## src/rtl/exec_unit.sv

```systemverilog
// -----------------------------------------------------------------------------
// exec_unit
//
// Execute stage of the 8-bit MCU datapath. It takes the two register-file read
// operands, runs one of eight operations and produces the register-file
// write-back triple (wb_data, wb_addr, wb_en) along with zero/carry flags.
//
//   ADD/SUB/AND/OR/XOR          : one cycle, result registered at the accept edge
//   SLL/SRL by k = b[2:0]       : one bit per cycle, k cycles in RUN (k=0 is single-cycle)
//   MUL                         : 8-step shift-add, low byte of the product written back
//
// Ports
//   clk      in   1  clock, all state updates on the rising edge
//   rst_n    in   1  synchronous active-low reset
//   start    in   1  issue request, honoured only while busy=0
//   op       in   3  0 ADD, 1 SUB, 2 AND, 3 OR, 4 XOR, 5 SLL, 6 SRL, 7 MUL
//   a        in   8  operand A
//   b        in   8  operand B, b[2:0] is the shift amount for SLL/SRL
//   rd       in   3  destination register address
//   busy     out  1  multi-cycle operation in flight
//   wb_en    out  1  one-cycle write strobe (suppressed when rd=0)
//   wb_addr  out  3  destination address, valid with wb_en
//   wb_data  out  8  result, valid with wb_en
//   flag_z   out  1  last written-back result was zero
//   flag_c   out  1  carry / borrow / last shifted-out bit / MUL overflow
//
// FSM states
//   state    | meaning
//   ---------+--------------------------------------------------------------
//   ST_IDLE  | waiting for start; single-cycle ops complete here
//   ST_RUN   | iterating a shift or multiply; busy=1, counter runs down to 1
// -----------------------------------------------------------------------------
module exec_unit (
    input  logic       clk,
    input  logic       rst_n,
    input  logic       start,
    input  logic [2:0] op,
    input  logic [7:0] a,
    input  logic [7:0] b,
    input  logic [2:0] rd,
    output logic       busy,
    output logic       wb_en,
    output logic [2:0] wb_addr,
    output logic [7:0] wb_data,
    output logic       flag_z,
    output logic       flag_c
);

    localparam logic [2:0] OP_ADD = 3'd0;
    localparam logic [2:0] OP_SUB = 3'd1;
    localparam logic [2:0] OP_AND = 3'd2;
    localparam logic [2:0] OP_OR  = 3'd3;
    localparam logic [2:0] OP_XOR = 3'd4;
    localparam logic [2:0] OP_SLL = 3'd5;
    localparam logic [2:0] OP_SRL = 3'd6;
    localparam logic [2:0] OP_MUL = 3'd7;

    typedef enum logic {
        ST_IDLE = 1'b0,
        ST_RUN  = 1'b1
    } state_t;

    // ------------------------------------------------------------------
    // State and operand registers
    // ------------------------------------------------------------------
    state_t      state_q;
    logic [3:0]  cnt_q;        // remaining RUN steps, write-back when it reads 1
    logic [2:0]  op_q;
    logic [2:0]  rd_q;
    logic [7:0]  shreg_q;      // value being shifted for SLL/SRL
    logic [15:0] mcand_q;      // multiplicand, widened so it can shift left 7 times
    logic [7:0]  mplier_q;     // multiplier, consumed LSB first
    logic [15:0] acc_q;        // product accumulator

    // Registered outputs
    logic        busy_q;
    logic        wb_en_q;
    logic [2:0]  wb_addr_q;
    logic [7:0]  wb_data_q;
    logic        flag_z_q;
    logic        flag_c_q;

    // ------------------------------------------------------------------
    // Accept-cycle combinational result (single-cycle path)
    // ------------------------------------------------------------------
    logic [7:0]  alu_res_d;
    logic        alu_c_d;
    logic        multi_d;      // accepted op needs the RUN state

    always_comb begin
        alu_res_d = 8'h00;
        alu_c_d   = 1'b0;
        multi_d   = 1'b0;
        case (op)
            // 9-bit add: bit 8 is the carry out of bit 7
            OP_ADD: {alu_c_d, alu_res_d} = {1'b0, a} + {1'b0, b};
            // 9-bit subtract: bit 8 goes high exactly when a < b (borrow)
            OP_SUB: {alu_c_d, alu_res_d} = {1'b0, a} - {1'b0, b};
            OP_AND: alu_res_d = a & b;
            OP_OR:  alu_res_d = a | b;
            OP_XOR: alu_res_d = a ^ b;
            // A zero-length shift is a plain pass-through with no carry
            OP_SLL, OP_SRL: begin
                alu_res_d = a;
                multi_d   = (b[2:0] != 3'd0);
            end
            OP_MUL: multi_d = 1'b1;
            default: begin
                alu_res_d = 8'h00;
                alu_c_d   = 1'b0;
                multi_d   = 1'b0;
            end
        endcase
    end

    // ------------------------------------------------------------------
    // RUN-state step logic
    // ------------------------------------------------------------------
    logic [7:0]  shift_val_d;
    logic        shift_out_d;
    logic [15:0] acc_d;
    logic [7:0]  run_res_d;
    logic        run_c_d;
    logic        last_step_d;

    always_comb begin
        shift_val_d = 8'h00;
        shift_out_d = 1'b0;
        if (op_q == OP_SLL) begin
            shift_val_d = {shreg_q[6:0], 1'b0};
            shift_out_d = shreg_q[7];
        end else begin
            shift_val_d = {1'b0, shreg_q[7:1]};
            shift_out_d = shreg_q[0];
        end

        acc_d = acc_q + (mplier_q[0] ? mcand_q : 16'h0000);

        run_res_d = 8'h00;
        run_c_d   = 1'b0;
        if (op_q == OP_MUL) begin
            run_res_d = acc_d[7:0];
            run_c_d   = (acc_d[15:8] != 8'h00);
        end else begin
            run_res_d = shift_val_d;
            run_c_d   = shift_out_d;
        end

        last_step_d = (cnt_q == 4'd1);
    end

    // ------------------------------------------------------------------
    // Controller: state, datapath registers and registered outputs
    // ------------------------------------------------------------------
    always_ff @(posedge clk) begin
        if (!rst_n) begin
            state_q   <= ST_IDLE;
            cnt_q     <= 4'd0;
            op_q      <= OP_ADD;
            rd_q      <= 3'd0;
            shreg_q   <= 8'h00;
            mcand_q   <= 16'h0000;
            mplier_q  <= 8'h00;
            acc_q     <= 16'h0000;
            busy_q    <= 1'b0;
            wb_en_q   <= 1'b0;
            wb_addr_q <= 3'd0;
            wb_data_q <= 8'h00;
            flag_z_q  <= 1'b0;
            flag_c_q  <= 1'b0;
        end else begin
            // The strobe is a single-cycle pulse; it is only raised below
            wb_en_q <= 1'b0;

            if (state_q == ST_IDLE) begin
                if (start) begin
                    op_q <= op;
                    rd_q <= rd;
                    if (multi_d) begin
                        state_q  <= ST_RUN;
                        busy_q   <= 1'b1;
                        cnt_q    <= (op == OP_MUL) ? 4'd8 : {1'b0, b[2:0]};
                        shreg_q  <= a;
                        mcand_q  <= {8'h00, a};
                        mplier_q <= b;
                        acc_q    <= 16'h0000;
                    end else begin
                        wb_en_q   <= (rd != 3'd0);
                        wb_addr_q <= rd;
                        wb_data_q <= alu_res_d;
                        flag_z_q  <= (alu_res_d == 8'h00);
                        flag_c_q  <= alu_c_d;
                    end
                end
            end else begin
                // start is deliberately ignored here and not queued
                cnt_q <= cnt_q - 4'd1;
                if (op_q == OP_MUL) begin
                    acc_q    <= acc_d;
                    mcand_q  <= {mcand_q[14:0], 1'b0};
                    mplier_q <= {1'b0, mplier_q[7:1]};
                end else begin
                    shreg_q <= shift_val_d;
                end

                // busy drops in the write-back cycle so a new op can be
                // accepted while the strobe is high
                if (last_step_d) begin
                    state_q   <= ST_IDLE;
                    busy_q    <= 1'b0;
                    wb_en_q   <= (rd_q != 3'd0);
                    wb_addr_q <= rd_q;
                    wb_data_q <= run_res_d;
                    flag_z_q  <= (run_res_d == 8'h00);
                    flag_c_q  <= run_c_d;
                end
            end
        end
    end

    assign busy    = busy_q;
    assign wb_en   = wb_en_q;
    assign wb_addr = wb_addr_q;
    assign wb_data = wb_data_q;
    assign flag_z  = flag_z_q;
    assign flag_c  = flag_c_q;

endmodule
```

## config.mk

```make
export PLATFORM = sky130hd
export DESIGN_NAME = exec_unit
export DESIGN_NICKNAME = d
export VERILOG_FILES = /design/src/rtl/exec_unit.sv
export SDC_FILE = /design/constraint.sdc
export NUM_CORES = 1
export LEC_CHECK = 0
export ABC_AREA = 1
export ABC_CLOCK_PERIOD_IN_PS = 2450
export BUFFER_PORTS_ARGS = -buffer_cell sky130_fd_sc_hd__buf_2
export CORE_MARGIN = 10
export CORE_UTILIZATION = 55
export DETAILED_ROUTE_END_ITERATION = 12
export PLACE_DENSITY = 0.79
export SLEW_MARGIN = 15
export SYNTH_ARGS = -nofsm -noshare
export SYNTH_HDL_FRONTEND = slang
export SYNTH_SLANG_ARGS = --single-unit
```

## constraint.sdc

```tcl
create_clock -name clk -period 2.45 [get_ports clk]
set_clock_uncertainty 0.15 [all_clocks]
set_input_delay 0.1225 -clock clk [delete_from_list [all_inputs] [get_ports clk]]
set_output_delay 0.1225 -clock clk [all_outputs]
set_load 0.01 [all_outputs]
```

# After elaboration in Yosys (flattened, before gate mapping)
# Index checks and enable logic that the tools add are counted.
op_classes:
  addsub: 4
  n_mul: 0
  div: 0
  order_cmp: 0
  n_eq_ne: 14
  shift: 0
  n_mux: 56
  bitwise_logic: 4
  reduce_logical: 16
op_table:
  columns: ["operator", "count"]
  rows:
  - ["2-to-1 mux 16 bit", 9]
  - ["2-to-1 mux 8 bit", 14]
  - ["one-hot mux 8 bit (6 select lines)", 1]
  - ["2-to-1 mux 1 bit", 22]
  - ["== test 3 bit (second input constant)", 6]
  - ["adder 16 bit", 1]
  - ["zero test 8 bit", 2]
  - ["2-to-1 mux 4 bit", 4]
  - ["2-to-1 mux 3 bit", 4]
  - ["AND reduction 3 bit", 4]
  - ["adder 8 x 8 -> 9 bit", 1]
  - ["nonzero test 3 bit", 3]
  - ["subtractor 8 x 8 -> 9 bit", 1]
  - ["bitwise AND 8 bit", 1]
  - ["bitwise OR 8 bit", 1]
  - ["nonzero test 8 bit", 1]
  - ["bitwise XOR 8 bit", 1]
  - ["== test 3 x 2 -> 1 bit (second input constant)", 2]
  - ["== test 4 x 1 -> 1 bit (second input constant)", 1]
  - ["inequality test 2 x 1 -> 1 bit (second input constant)", 2]
  - ["inequality test 2 bit (second input constant)", 2]
  - ["one-hot mux 1 bit (2 select lines)", 2]
  - ["AND reduction 2 bit", 2]
  - ["nonzero test 2 bit", 2]
  - ["5 further kinds", 5]
word_totals:
  ff_bits: 74
  latch_bits: 0
  mem_bits_rw: 0
  romBits: 0
  inputBits: 25
  output_inout_bits: 15
  word_cells: 108
  n_memories: 0

# Logic depth before layout (Yosys ltp)
# Gate-level depths: netlist of run 1.
depth:
  ltp_word: 7
  depth_mapped: 19

# Worst setup path after synthesis of run 1
# Ideal clock, no wire load.
synth_path:
  kind: "register -> register"
  startpoint: "reg mplier_q[0]"
  endpoint: "reg flag_c_q (netlist: flag_c)"
  t_arrival_ps: 2042
  t_required_ps: 2181
  path_slack_ps: 139
  path_stages_with_launch: 18
  n_path_buf: 2
  period_less_slack_ps: 2311
  path_cell_list: "dfxtp_1 clkbuf_1 clkbuf_1 nand2_1 inv_1 ha_1 nand2_1 inv_1 a21oi_1 nand2_1 nand3_1 nand2_1 nand2_1 nand2_1 nor2_1 nand2_1 nand2_1 a21oi_1"
synth_between:
  elab_chain_cells: 6
synth_rtl:
  columns: ["element", "line_no", "source"]
  rows:
  - ["start: declaration", "72", "logic [7:0] mplier_q;"]
  - ["start signal: assignment", "201", "mplier_q <= {1'b0, mplier_q[7:1]};"]
  - ["2-to-1 mux 16 bit", "137", "acc_d = acc_q + (mplier_q[0] ? mcand_q : 16'h0000);"]
  - ["adder 16 bit", "137", null]
  - ["nonzero test 8 bit", "143", "run_c_d = (acc_d[15:8] != 8'h00);"]
  - ["2-to-1 mux 1 bit", "141", "if (op_q == OP_MUL) begin"]
  - ["2-to-1 mux 1 bit", "208", "if (last_step_d) begin"]
  - ["2-to-1 mux 1 bit", "175", "if (state_q == ST_IDLE) begin"]
  - ["end signal: assignment", "192", "flag_c_q <= alu_c_d;"]
  - ["end signal: assignment", "215", "flag_c_q <= run_c_d;"]
  - ["end: declaration", "81", "logic flag_c_q;"]
# Every way passes these cells. The select of a mux whose other input is x is not followed.
# A chain may end at the register's enable or synchronous reset.

# Worst setup path after layout of run 1
layout_path:
  startpoint: "in b[0]"
  endpoint: "reg flag_z_q (netlist: flag_z)"
layout_between:
  elab_chain_cells: 6
layout_rtl:
  columns: ["element", "line_no", "source"]
  rows:
  - ["start: declaration", "39", "input logic [7:0] b,"]
  - ["subtractor 8 x 8 -> 9 bit, or another cell as far along", "98", "OP_SUB: {alu_c_d, alu_res_d} = {1'b0, a} - {1'b0, b};"]
  - ["one-hot mux 8 bit (6 select lines)", "94", "case (op)"]
  - ["zero test 8 bit", "191", "flag_z_q <= (alu_res_d == 8'h00);"]
  - ["2-to-1 mux 1 bit", "179", "if (multi_d) begin"]
  - ["2-to-1 mux 1 bit", "176", "if (start) begin"]
  - ["2-to-1 mux 1 bit", "175", null]
  - ["end signal: assignment", "191", null]
  - ["end signal: assignment", "214", "flag_z_q <= (run_res_d == 8'h00);"]
  - ["end: declaration", "80", "logic flag_z_q;"]
# Several ways; a longest one is shown, not always the timed one. The select of a mux whose other input is x is not followed.

==> reports/qor.csv, run 1 <==
metric;value;unit
core;0.00991;sq mm
yosysUniqueCellTypes;38;
dieWidth;121;microns
avgRoutedWirePerCell;14.5;microns
synthesis.nets;984;
insertedDiodeCount;0;
clk_pin_slew;0.09;ns
synthFlopType;dfxtp_1;
use_met1;26.9;%
die-height;121;microns
ys_warn_count;0;
hold_viol;0;
routabilityCongestion;0.942;
path_class;in -> reg;
irDropWorstVdd;0.419;mV
synth.top_cell.area_share;26.2;%
slew_headroom;66.4;%
place_hpwl;12.4;mm
first_iter_violations;488;
cts.sinks;74;
synthToLayoutAreaGrowth;14.3;%
start_util;57.0;%
worstSetupEndpointType;register;
fmax;431;MHz
path_cells;dlygate4sd3_1 > buf_2 > ha_2 > fa_2 > or2_2 > nand3_1 > nand2_1 > nor2_2 > nand2_1 > nor2_1 > nand2_1 > nor2_1 > nand3_1 > a21oi_1;
max-cap-violations;0;
wl;15.9;mm
grt_use_met3;4.93;%
drive_above_1_share;11.7;%
r2r_cells;16;
rsz0062_at_grt;true;
synth_edf_count;0;
cts_max_level;3;
grt_pass1_wl;26.4;mm
cp_top_family;simple AND/OR/NAND/NOR gates;
worst_pin_slew;0.503;ns
final_util;65.2;%
antenna_found_initial;0;
async_reset_ff_share;0;%
cts_setup_buffers;0;
required;2.61;ns
grt_use_met2;35.9;%
worstPathArrival;2.48;ns
grt_use_total;21.7;%
cts-buffers-inserted;9;
top_usage_layer;met2;
min_path_type;in -> reg;
path_common_cell;nand2_1;
dr.pass1.iters;5;
powerDensity;484;mW/mm^2
cp_slowest_cell;dlygate4sd3_1;
syn_inst;914;
synth_top_cell_by_area;dfxtp_1;
grt_pass1_vias;5666;
ys_seq_area_share;26.2;%
hold_ws;0.0159;ns
slew_viol_final;0;
cp_max_fo;5;
port_buffers;39;
finalCritPeriodShare;94.6;%
io_pins;40;
ys_seq_elements;74;
final_area;0.00646;sq mm
crit_cells;14;
grt_max_degree;41;
synth_area_per_cell;6.18;sq um
avgViaCountPerCell;5.45;
setup_viol;0;
netlist_area;0.00565;sq mm
crit_path_start_kind;input pin;
synth_area_leaders;dfxtp_1 26%, nand2_1 19%, ha_1 9.3%;
place_area;0.00601;sq mm
vias;6011;
grt-ovfl-total;0;
max_stage_delay;0.53;ns
nets;1034;
rows;36;
tns;0;ns
min_period;2.32;ns
drc;0;
cts_tree;built;
fillCellCount;930;
cts_root_buf;clkbuf_8;
dieArea;0.0147;sq mm
p_leak;0.00313;uW
hold-path-cell-count;3;
status;finished, final reports clean;
insertion_delay;0.37;ns
path_buf_inv;2;
antenna_left;0;
clk_path_buf_depth;2;
==> Yosys cell counts (all sizes together), types with 6 or more instances <==
master,n
a21oi,66
a31oi,24
buf,14
clkbuf,17
dfxtp,74
ha,42
inv,117
nand2,290
nand3,74
nand3b,6
nand4,17
nor2,84
nor3,9
o21ai,47
o22ai,7
or2,6
==> cells in the final DEF (no fill, tap or decap), drive strengths merged <==
cell type / Yosys / final
a211oi: 4 / 4
a21oi: 66 / 66
a31oi: 24 / 24
and2: 1 / 1
buf: 14 / 57
bufinv: 0 / 2
clkbuf: 17 / 10
clkinv: 1 / 3
dfxtp: 74 / 74
dlygate4sd3: 0 / 13
fa: 3 / 3
ha: 42 / 42
inv: 117 / 119
nand2: 290 / 290
nand3: 74 / 74
nand3b: 6 / 6
nand4: 17 / 17
nor2: 84 / 84
nor3: 9 / 9
nor3b: 1 / 1
o211ai: 3 / 3
o21a: 2 / 2
o21ai: 47 / 47
o21bai: 1 / 1
o221a: 1 / 1
o22ai: 7 / 7
or2: 6 / 6
xnor2: 1 / 1
xor2: 2 / 2
==> layout make-up <==
cell class                      count  area (sq um)  area share [%]
Clock buffer                       10           138            2.13
Tap cell                          133           166            2.58
Timing Repair Buffer               70           489            7.58
Multi-Input combinational cell    691          3640            56.3
Sequential cell                    74          1490            23.0
Inverter                          118           443            6.86
Clock inverter                      6          97.6            1.51
==> worst min-delay path, stage by stage <==
cell and delay (ns):
buf_2 0.13, inv_1 0.11, a21oi_1 0.13
==> cells by family (layout without fill, tap and decap cells) <==
family | count (synthesis) | in the layout | synth area share, %
and+or+nand+nor | 488 | 488 | 37.1
AOI/OAI and AO/OA | 155 | 155 | 15.2
xor gates and xnor gates | 3 | 3 | 0.465
DFF | 74 | 74 | 26.2
adders and majority gates | 45 | 45 | 10.4
buffers and inverters | 149 | 204 | 10.7
==> stage by stage <==
stage | power (uW) | instances | setup slack (ns)
after global routing | 3280 | 1102 | -0.0118
after global placement | 1990 | 1073 | 0.0993
final | 3130 | 1102 | 0.132
after floorplan | 1790 | 914 | 0.139
after detailed placement | 2000 | 1073 | 0.0706
after CTS | 3140 | 1102 | 0.0410
==> where the power goes <==
group          internal, uW  leakage, uW  switching, uW
clock                   615     0.000119            511
sequential             1270     0.000605           47.1
combinational           245      0.00241            438
==> registers in the layout, summed over array words and instances (netlist names), 3 cells and up <==
name and flops:
acc_q 16, cnt_q 4, mcand_q 16, mplier_q 8, op_q 3, rd_q 3
shreg_q 8, wb_addr 3, wb_data 8
==> metal layers <==
layer	wire (microns)	share of wire (%)
met1	7230	45
met2	7430	47
met3	910	5.7
met4	379	2.4
met5	0	0
==> worst paths after layout <==
kind	endpoint	slack [ns]	from
max	flag_z	0.13	b[0]
min	op_q[2]	0.02	op[2]
max reg2reg	flag_c	0.19	mplier_q[0]
min reg2reg	acc_q[12]	0.32	acc_q[12]
==> what timing repair did <==
item,4_1_cts,5_1_grt
hold buffers,13,0
resized for setup,0,24
hold endpoints to repair,18,0
endpoints found under the setup margin,0,3
No activity file was read; power rests on OpenSTA's default activity.
==> run 2: changes to the inputs <==
--- a/config.mk
+++ b/config.mk
@@ -11,6 +11,7 @@
 export CORE_MARGIN = 10
 export CORE_UTILIZATION = 55
 export DETAILED_ROUTE_END_ITERATION = 12
+export GPL_TIMING_DRIVEN = 0
 export PLACE_DENSITY = 0.79
 export SLEW_MARGIN = 15
 export SYNTH_ARGS = -nofsm -noshare
==> reports/qor.csv, run 2 (synthesis results as in run 1) <==
metric;value;unit
status;finished, final reports clean;
required;2.54;ns
cts_root_buf;clkbuf_8;
avgViaCountPerCell;5.58;
dieArea;0.0147;sq mm
cts_max_level;3;
slew_headroom;40.7;%
sequentialPowerShare;42.1;%
p_leak;0.00315;uW
clk_path_buf_depth;2;
final_area;0.00671;sq mm
dr.pass1.iters;5;
die-height;121;microns
grt_max_degree;14;
r2r-start;mplier_q[0];
grt-ovfl-total;0;
path_cells;nand2_4 > inv_2 > ha_4 > fa_2 > buf_6 > buf_4 > nand3_1 > nand4_1 > nand2_1 > nand3_1 > nor2_2 > nand2_2 > nand2_2 > a21oi_1;
min_path_type;in -> reg;
wl;17.5;mm
dieWidth;121;microns
drc;0;
fin_ws;0.0497;ns
use_met1;28.5;%
top_usage_layer;met2;
start_util;57.0;%
io_pins;40;
power.internal;2100;uW
max_stage_delay;0.38;ns
reg2reg_to;flag_c;
reg2reg_setup_slack;0.05;ns
drive_above_1_share;15.4;%
worstSetupEndpointType;register;
power_frac_clock;34.9;%
hold_ws;0.00474;ns
place_hpwl;13.4;mm
antenna_found_initial;0;
insertion_delay;0.37;ns
insertedDiodeCount;0;
nets;1051;
place_area;0.00601;sq mm
grt_pass1_wl;28.3;mm
synthToLayoutAreaGrowth;18.8;%
rsz0062_at_grt;true;
comb_power_share;23.0;%
port_buffers;39;
cp_max_fo;6;
hold-path-cell-count;3;
cts-buffers-inserted;9;
grt_use_met3;4.14;%
p_switching;1030;uW
fmax;417;MHz
routabilityCongestion;0.979;
path_class;reg -> reg;
powerDensity;465;mW/mm^2
cts_tree;built;
clk_pin_slew;0.08;ns
dp_slack;-0.433;ns
worst_pin_slew;0.882;ns
report.power.total;3120;uW
rows;36;
r2r_cells;14;
antenna_left;0;
switching_share;32.8;%
finalCritPeriodShare;98.0;%
layout_common_cells;274 x nand2_1, 110 x inv_1, 72 x dfxtp_1, 70 x nand3_1, 67 x nor2_1;
avgRoutedWirePerCell;15.6;microns
grt_use_met2;37.9;%
cts.sinks;74;
crit_path_start_kind;register;
layout_commonest_cell;nand2_1;
grt_pass1_vias;5902;
first_iter_violations;601;
top_regs;acc_q (16), mcand_q (16);
irDropWorstVdd;0.329;mV
slew_viol_final;0;
tns;0;ns
max-cap-violations;0;
core;0.00991;sq mm
min_to;mcand_q[0];
cp_slowest_cell;dfxtp_4;
holdCritStartpoint;a[0];
grt_use_total;23.4;%
setup_viol;0;
vias;6247;
hold_viol;0;
min_period;2.40;ns
worstPathArrival;2.49;ns
## run 2: cell types whose count changed in the layout (fill, tap and decap cells not counted), sizes merged
cell      previous run  this run
clkbuf              10        26
buf                 57        58
clkinvlp             0         1
inv                119       118
## run 2: worst max path at each step
stage / cells after the start / from / slack [ns] / to
2_1_floorplan: 17 / mplier_q[0] / 0.14 / flag_c
3_3_place_gp: 17 / mplier_q[0] / -0.42 / flag_c
3_5_place_dp: 17 / mplier_q[0] / -0.43 / flag_c
4_1_cts: 17 / mplier_q[0] / 0.006 / flag_c
5_1_grt: 16 / mplier_q[0] / -0.04 / flag_c
6_report: 14 / mplier_q[0] / 0.05 / flag_c
## run 2: layer usage
metal  wire (microns)  vias to the layer above
met2             8100                      251
met5                0                        -
met3             1220                       66
met1             7310                     2822
li1                 -                     3108
met4              836                        0
## run 2: what timing repair did
action	CTS	global route
pin swaps	4	10
hold buffers	13	0
endpoints found under the setup margin	14	6
setup buffers	4	2
endpoints found under the hold margin	17	0
resized for setup	18	60
## run 2: final cells by class
| class | count | area, sq um |
|---|---|---|
| inverters | 118 | 443 |
| plain buffers | 29 | 161 |
| multi-input cells | 691 | 3860 |
| well taps | 133 | 166 |
| flip-flops and latches | 74 | 1490 |
| clock buffers | 10 | 128 |
| fillers | 905 | 3200 |
| clock inverters | 6 | 90.1 |
| repair buffers | 58 | 377 |
## run 2: worst max-delay path, delay by kind of cell (launching register included)
kind            cells  cell delay (ns)
simple gates        8             0.82
fa+ha+maj           2             0.55
flops               1             0.38
buf+inv             3             0.31
compound gates      1             0.06
## run 2: through the flow
| step | cells | utilization [%] |
|---|---|---|
| finish | 1119 | 67.7 |
| global route | 1119 | 67.7 |
| CTS | 1118 | 65.0 |
| detailed placement | 1086 | 60.6 |
| global placement | 1086 | 60.6 |
| floorplan | 914 | - |
## run 2: power groups by stage
stage | clock, uW | sequential (uW) | combinational [uW]
2_1_floorplan | 0 | 1340 | 448
5_1_grt | 1150 | 1320 | 800
6_report | 1090 | 1320 | 718
3_5_place_dp | 0 | 1340 | 670
3_3_place_gp | 0 | 1340 | 663
4_1_cts | 1090 | 1310 | 691
